===== config.mk =====
export PLATFORM = sky130hd
export DESIGN_NAME = alu_seq_ctrl
export DESIGN_NICKNAME = d
export VERILOG_FILES = /design/src/rtl/alu_seq_pkg.sv /design/src/rtl/alu_rsp_fifo.sv /design/src/rtl/alu_seq_ctrl.sv
export SDC_FILE = /design/constraint.sdc
export NUM_CORES = 1
export LEC_CHECK = 0
export ABC_AREA = 1
export CORE_MARGIN = 1
export CORE_UTILIZATION = 53
export CTS_BUF_LIST = sky130_fd_sc_hd__clkbuf_8
export CTS_CLUSTER_DIAMETER = 40
export DETAILED_ROUTE_END_ITERATION = 10
export GPL_TIMING_DRIVEN = 0
export PLACE_DENSITY_LB_ADDON = 0.15
export SETUP_SLACK_MARGIN = 0.4
export SLEW_MARGIN = 10
export SYNTH_ARGS = -nofsm -noshare
export SYNTH_HDL_FRONTEND = slang
export SYNTH_HIERARCHICAL = 1
export SYNTH_SLANG_ARGS = --single-unit

===== constraint.sdc =====
create_clock -name clk -period 2.4 [get_ports clk]
set_input_delay 0.48 -clock clk [delete_from_list [all_inputs] [get_ports clk]]
set_output_delay 0.48 -clock clk [all_outputs]
set_load 0.005 [all_outputs]

===== src/rtl/alu_seq_pkg.sv =====
// alu_seq_pkg: shared types and constants for the ALU command sequencer.
// The FSM state type, the opcode unit-select codes and the datapath widths
// live here so the controller and its response FIFO agree on them.
package alu_seq_pkg;

  localparam int OP_W   = 6;          // opcode: [5:3] unit, [2:0] mode
  localparam int OPND_W = 8;          // ALU operand width
  localparam int RES_W  = 16;         // ALU result width
  localparam int RSP_W  = RES_W + 1;  // FIFO word: {err, data}

  // Unit-select codes carried in opcode bits [5:3].
  localparam logic [2:0] UNIT_ADD = 3'b000;
  localparam logic [2:0] UNIT_MUL = 3'b001;
  localparam logic [2:0] UNIT_SHF = 3'b010;
  localparam logic [2:0] UNIT_LOG = 3'b011;
  localparam logic [2:0] UNIT_CMP = 3'b100;

  typedef enum logic [1:0] {
    IDLE    = 2'd0,
    ISSUE   = 2'd1,
    CAPTURE = 2'd2
  } state_t;

  // Unit codes above CMP (101, 110, 111) have no ALU unit behind them.
  function automatic logic unit_reserved(input logic [OP_W-1:0] op);
    return op[5:3] > UNIT_CMP;
  endfunction

endpackage


===== src/rtl/alu_rsp_fifo.sv =====
// alu_rsp_fifo: synchronous-reset response FIFO holding {err, data} words.
// DEPTH must be a power of two so the pointers wrap naturally.
// The head word reads as zero while the FIFO is empty.
module alu_rsp_fifo
#(
  parameter int DEPTH = 4,
  parameter int WIDTH = 17
) (
  input  logic             clk,
  input  logic             rst,
  input  logic             push,
  input  logic [WIDTH-1:0] push_data,
  input  logic             pop,
  output logic [WIDTH-1:0] head,
  output logic             empty,
  output logic             full
);

  localparam int AW = $clog2(DEPTH);
  localparam int CW = AW + 1;

  logic [WIDTH-1:0] mem [DEPTH];
  logic [AW-1:0]    wr_ptr;
  logic [AW-1:0]    rd_ptr;
  logic [CW-1:0]    count;
  logic             push_en;
  logic             pop_en;

  assign push_en = push && !full;
  assign pop_en  = pop && !empty;
  assign empty   = (count == '0);
  assign full    = (count == CW'(DEPTH));
  assign head    = empty ? '0 : mem[rd_ptr];

  // Storage write; entries are only ever read after being written.
  // NOTE: the storage array is deliberately not reset -- empty/count gate every
  // read, and leaving it out keeps the array a plain RAM without a reset fan-out.
  always_ff @(posedge clk) begin
    if (push_en) begin
      mem[wr_ptr] <= push_data;
    end
  end

  // Pointer and occupancy bookkeeping; a push and pop together leave count as is.
  // NOTE: state registers use non-blocking assignment so every flop samples
  // pre-edge values regardless of block evaluation order.
  always_ff @(posedge clk) begin
    if (rst) begin
      wr_ptr <= '0;
      rd_ptr <= '0;
      count  <= '0;
    end else begin
      if (push_en) wr_ptr <= wr_ptr + AW'(1);
      if (pop_en)  rd_ptr <= rd_ptr + AW'(1);
      case ({push_en, pop_en})
        2'b10:   count <= count + CW'(1);
        2'b01:   count <= count - CW'(1);
        default: count <= count;
      endcase
    end
  end

endmodule


===== src/rtl/alu_seq_ctrl.sv =====
// alu_seq_ctrl: sequences single commands through an external combinational
// ALU (IDLE -> ISSUE -> CAPTURE) and queues results in a response FIFO.
// Optional feature macro ALU_SEQ_OPCHK_EN: reserved unit codes (101/110/111)
// are answered directly with an error response instead of being issued.
module alu_seq_ctrl
  import alu_seq_pkg::*;
#(
  parameter int FIFO_DEPTH = 4
) (
  input  logic              clk,
  input  logic              rst,
  input  logic              cmd_valid,
  output logic              cmd_ready,
  input  logic [OP_W-1:0]   cmd_op,
  input  logic [OPND_W-1:0] cmd_a,
  input  logic [OPND_W-1:0] cmd_b,
  output logic [OPND_W-1:0] alu_A,
  output logic [OPND_W-1:0] alu_B,
  output logic [OP_W-1:0]   alu_OP,
  input  logic [RES_W-1:0]  alu_result,
  output logic              rsp_valid,
  input  logic              rsp_ready,
  output logic [RES_W-1:0]  rsp_data,
  output logic              rsp_err,
  output logic [RES_W-1:0]  op_count
);

`ifdef ALU_SEQ_OPCHK_EN
  localparam bit OPCHK = 1'b1;
`else
  localparam bit OPCHK = 1'b0;
`endif

  state_t           state;
  logic             err_pend;   // command in flight is a rejected opcode
  logic             bad_op;
  logic             cmd_fire;
  logic             push;
  logic             pop;
  logic             fifo_empty;
  logic             fifo_full;
  logic [RSP_W-1:0] push_word;
  logic [RSP_W-1:0] head_word;

  // Accept only from IDLE with a guaranteed free slot, never while in reset.
  assign cmd_ready = !rst && (state == IDLE) && !fifo_full;
  assign cmd_fire  = cmd_valid && cmd_ready;
  assign bad_op    = OPCHK && unit_reserved(cmd_op);
  assign push      = (state == CAPTURE);
  assign pop       = rsp_valid && rsp_ready;
  assign push_word = err_pend ? {1'b1, {RES_W{1'b0}}} : {1'b0, alu_result};

  assign rsp_valid           = !fifo_empty;
  assign {rsp_err, rsp_data} = head_word;

  // Command FSM; ALU operand registers load only on an issued handshake and
  // otherwise hold, so the ALU inputs stay quiet between commands.
  always_ff @(posedge clk) begin
    if (rst) begin
      state    <= IDLE;
      err_pend <= 1'b0;
      alu_A    <= '0;
      alu_B    <= '0;
      alu_OP   <= '0;
    end else begin
      case (state)
        IDLE: begin
          if (cmd_fire) begin
            if (bad_op) begin
              // Rejected opcode skips the ALU settle cycle entirely.
              err_pend <= 1'b1;
              state    <= CAPTURE;
            end else begin
              err_pend <= 1'b0;
              alu_A    <= cmd_a;
              alu_B    <= cmd_b;
              alu_OP   <= cmd_op;
              state    <= ISSUE;
            end
          end
        end
        ISSUE:   state <= CAPTURE;   // one cycle for the ALU to settle
        CAPTURE: state <= IDLE;      // result pushed on this edge
        default: state <= IDLE;
      endcase
    end
  end

  // Completed-operation counter, saturating rather than wrapping.
  always_ff @(posedge clk) begin
    if (rst) begin
      op_count <= '0;
    end else if (push && (op_count != '1)) begin
      op_count <= op_count + RES_W'(1);
    end
  end

  alu_rsp_fifo #(
    .DEPTH (FIFO_DEPTH),
    .WIDTH (RSP_W)
  ) u_fifo (
    .clk       (clk),
    .rst       (rst),
    .push      (push),
    .push_data (push_word),
    .pop       (pop),
    .head      (head_word),
    .empty     (fifo_empty),
    .full      (fifo_full)
  );

endmodule


==> summary.txt <==
Global routing
  – Vias in the first global route: 4260
  – Initial antenna violation count: 0
  – Largest net degree at the start of global routing: 17
  – GRT Residual Overflow: 0
  – Gr usage total: 0.2718
  – First-pass GRT wire length: 20.18 mm

Finish
  – Commonest non-fill, non-tap cells in the layout: nor2_1, nand2_1, clkdlybuf4s50_1
  – Final #Nets: 731
  – Multi-input logic area: 1957 sq um
  – FF+latch area: 3029 sq um
  – ANT cells: 0
  – Share of cells above drive strength 1: 0.2691
  – Most common cell after layout, fill and taps aside: nor2_1
  – # fillers: 549
  – Fin area: 7228 sq um
  – Area added between synthesis and finish: 45.66%
  – Core Util, Final: 0.8130

Die
  – Die H: 98.76 microns
  – DIE AREA: 9754 sq um
  – Top Ports: 99
  – Cell row count: 34
  – Core Footprint: 8891 sq um
  – Die width: 98.76 microns
  – Initial core utilization: 0.5581

Pwr
  – Clock power frac: 0.424
  – Combinational power share: 0.087
  – Lkg Pwr: 0.002709 uW
  – NetSw: 1063 uW
  – Peak supply drop: 0.3775 mV
  – Switch share: 0.2387
  – Power Density: 615.7 nW/um^2
  – Pint: 3388 uW
  – Reg power frac: 0.488

Place
  – Port Buffer Count: 98
  – RD Place Congestion: 0.9012
  – Hpwl dp: 7.499 mm
  – Dpl cell area: 6160 sq um

Drt
  – Antenna-violating nets left: 0
  – Total number of vias: 4308
  – Drt drc: 0
  – 1st-pass router iterations: 5
  – Drt first-iter violations: 274
  – DR WL/cell: 16.49 microns
  – WL final: 13.24 mm
  – Vias/cell: 5.365

Timing
  – Worst Skew: 21.31 ps
  – Slew Viols, Final: 0
  – Final min period: 2227 ps
  – F_max: 0.4491 GHz
  – Relative slew slack: 0.6390
  – Fin crit share: 0.9277
  – Hold Fails Final Rpt: 0
  – Worst slew pin tran: 541.0 ps
  – Setup Viol. Count Final: 0
  – RSZ-0062 raised after global routing: yes

Clock tree
  – Hold-fix buffers, CTS: 0
  – Num CTS Buffers: 17
  – Clock transition at path regs: 70 ps
  – CTS Root Cell: clkbuf_8
  – H-tree levels: 4
  – Clock latency on the worst-skew pair: 430 ps
  – CTS tree: done
  – # clock sinks: 117
  – Max Root-Sink Buffers: 2

Job
  – Max Cap Viol: 0

Worst setup path
  – Max stage delay on crit path: 320 ps
  – Crit path cell chain: buf_6 -> buf_8 -> buf_16 -> nor2_2 -> nor2_2 -> o21ai_2 -> a21oi_2 -> buf_2
  – Top delay family on crit path: buffers and inverters
  – Start of the worst register-to-register path: u_fifo/count[2]
  – Slowest CP cell: dfxtp_2
  – Worst Setup Start Kind: flip-flop
  – Critical Path AT: 1750 ps
  – Worst Setup Path Type: reg -> out
  – R2R Setup Slk: 420 ps
  – FF-to-FF End: u_fifo/count[2]
  – Crit-path most repeated cell: nor2_2
  – WP buf/inv: 4
  – Req. time, crit path: 1920 ps
  – Worst Reg-to-Reg Cells: 16
  – CP max FO: 5
  – Worst Setup End Kind: primary output

Status
  – Status: finished, final reports clean

Logic synthesis
  – Synth warn: 6
  – Synth Flop Type: edfxtp_1
  – Avg Inst Size Synth: 9.363 sq um
  – Post-synth EDFFs: 68
  – Seq/Total Area, Yosys: 0.6092
  – Register bit count reported by yosys: 117
  – Library cells used by synthesis: 27
  – Async SR Flop Fraction: 0
  – Cell Area, Synth: 4962 sq um
  – Cells after Synth: 530

Hold path
  – Class of the worst hold path: reg -> reg
  – Hold Crit Depth: 2
  – Hold path start: alu_A[5]
  – Hold EP: alu_A[5]
-- metrics by stage --
step | setup WS, ps | total power [uW] | cells | setup TNS [ps] | hold slack (ps)
final | 173.4 | 4450 | 803 | 0 | 465.6
after global routing | 121.2 | 4614 | 803 | 0 | 481.2
after CTS | 188.7 | 4416 | 799 | 0 | 469.1
after detailed placement | -167.1 | 2544 | 743 | -225.2 | 458.2
after global placement | -249.9 | 2531 | 739 | -14650 | 450.4
after floorplan | 436.5 | 2343 | 533 | 0 | 454.3
-- registers in the layout, summed over array words and instances (netlist names), named ones only --
| signal | cells |
|---|---|
| state | 2 |
| u_fifo/count | 3 |
| u_fifo/mem | 68 |
| alu_B | 8 |
| u_fifo/wr_ptr | 2 |
| alu_A | 8 |
| u_fifo/rd_ptr | 2 |
| alu_OP | 6 |
| op_count | 16 |
-- timing repair --
item	CTS	global route
resized for setup	143	61
endpoints found under the setup margin	21	21
setup buffers	18	4
gates cloned	6	0
pin swaps	24	31
-- worst min-delay path: stages, from the launching register on --
cell and delay, ps:
dfxtp_1 310, nand2_1 60, a21oi_1 50
-- routing by layer --
metal  track usage  wire length (microns)
met2        0.4664                   6986
met3       0.07518                    861
met1        0.3122                   4949
met4        0.1378                    444
met5             0                      0
-- power groups by stage --
| stage | clock network, uW | logic [uW] | registers (uW) |
|---|---|---|---|
| 3_5_place_dp | 0 | 329 | 2210 |
| 5_1_grt | 2020 | 421 | 2180 |
| 2_1_floorplan | 0 | 128 | 2220 |
| 4_1_cts | 1880 | 360 | 2170 |
| 3_3_place_gp | 0 | 317 | 2210 |
| 6_report | 1890 | 389 | 2170 |
-- how the worst max path moves through the flow --
stage | start | endpoint | slack (ps) | cells after the start
floorplan | u_fifo/count[1] | u_fifo/count[2] | 440 | 16
global placement | state[0] | u_fifo/mem[3][8] | -250 | 5
detailed placement | rst | cmd_ready | -170 | 5
CTS | flip-flop | rsp_data[5] | 190 | 7
global route | flip-flop | rsp_data[6] | 120 | 8
finish | flip-flop | rsp_data[6] | 170 | 8
-- synthesized netlist by cell type (2+ instances only) --
cell      instances  area [sq um]
buf_4             2         15.01
inv_1            33         123.9
edfxtp_1         68          2042
dfxtp_1          49         980.9
buf_6            10         112.6
a21oi_1          56         280.3
nor2_2            4         25.02
nand3_2           3         30.03
o21ai_1          23         115.1
ha_1              6         75.07
inv_4             2         12.51
clkbuf_1          2         7.510
nand3_1          24         120.1
nand2_1          92         345.3
inv_2             3         11.26
o21ai_0          15         75.07
nor2_1          122         457.9
buf_2             5         25.02
nand2_2           3         18.77
-- cell type report --
| class | count | share of cell area |
|---|---|---|
| Multi-Input combinational cell | 358 | 0.2707 |
| Clock buffer | 17 | 0.03237 |
| Sequential cell | 117 | 0.4191 |
| Timing Repair inverter | 1 | 0.001212 |
| Inverter | 38 | 0.02268 |
| Timing Repair Buffer | 129 | 0.1790 |
| Buffer | 20 | 0.03133 |
| Clock inverter | 15 | 0.02493 |
| Tap cell | 108 | 0.01869 |
-- kinds of logic after synthesis --
family,after synthesis,synth area share
and+or+nand+nor,253,0.2131
DFF,117,0.6092
AOI/OAI and AO/OA,94,0.09481
buffers and inverters,58,0.06303
adders and majority gates,7,0.01916
other,1,0.0007557
Note: power is estimated with default switching activity, not from simulation.
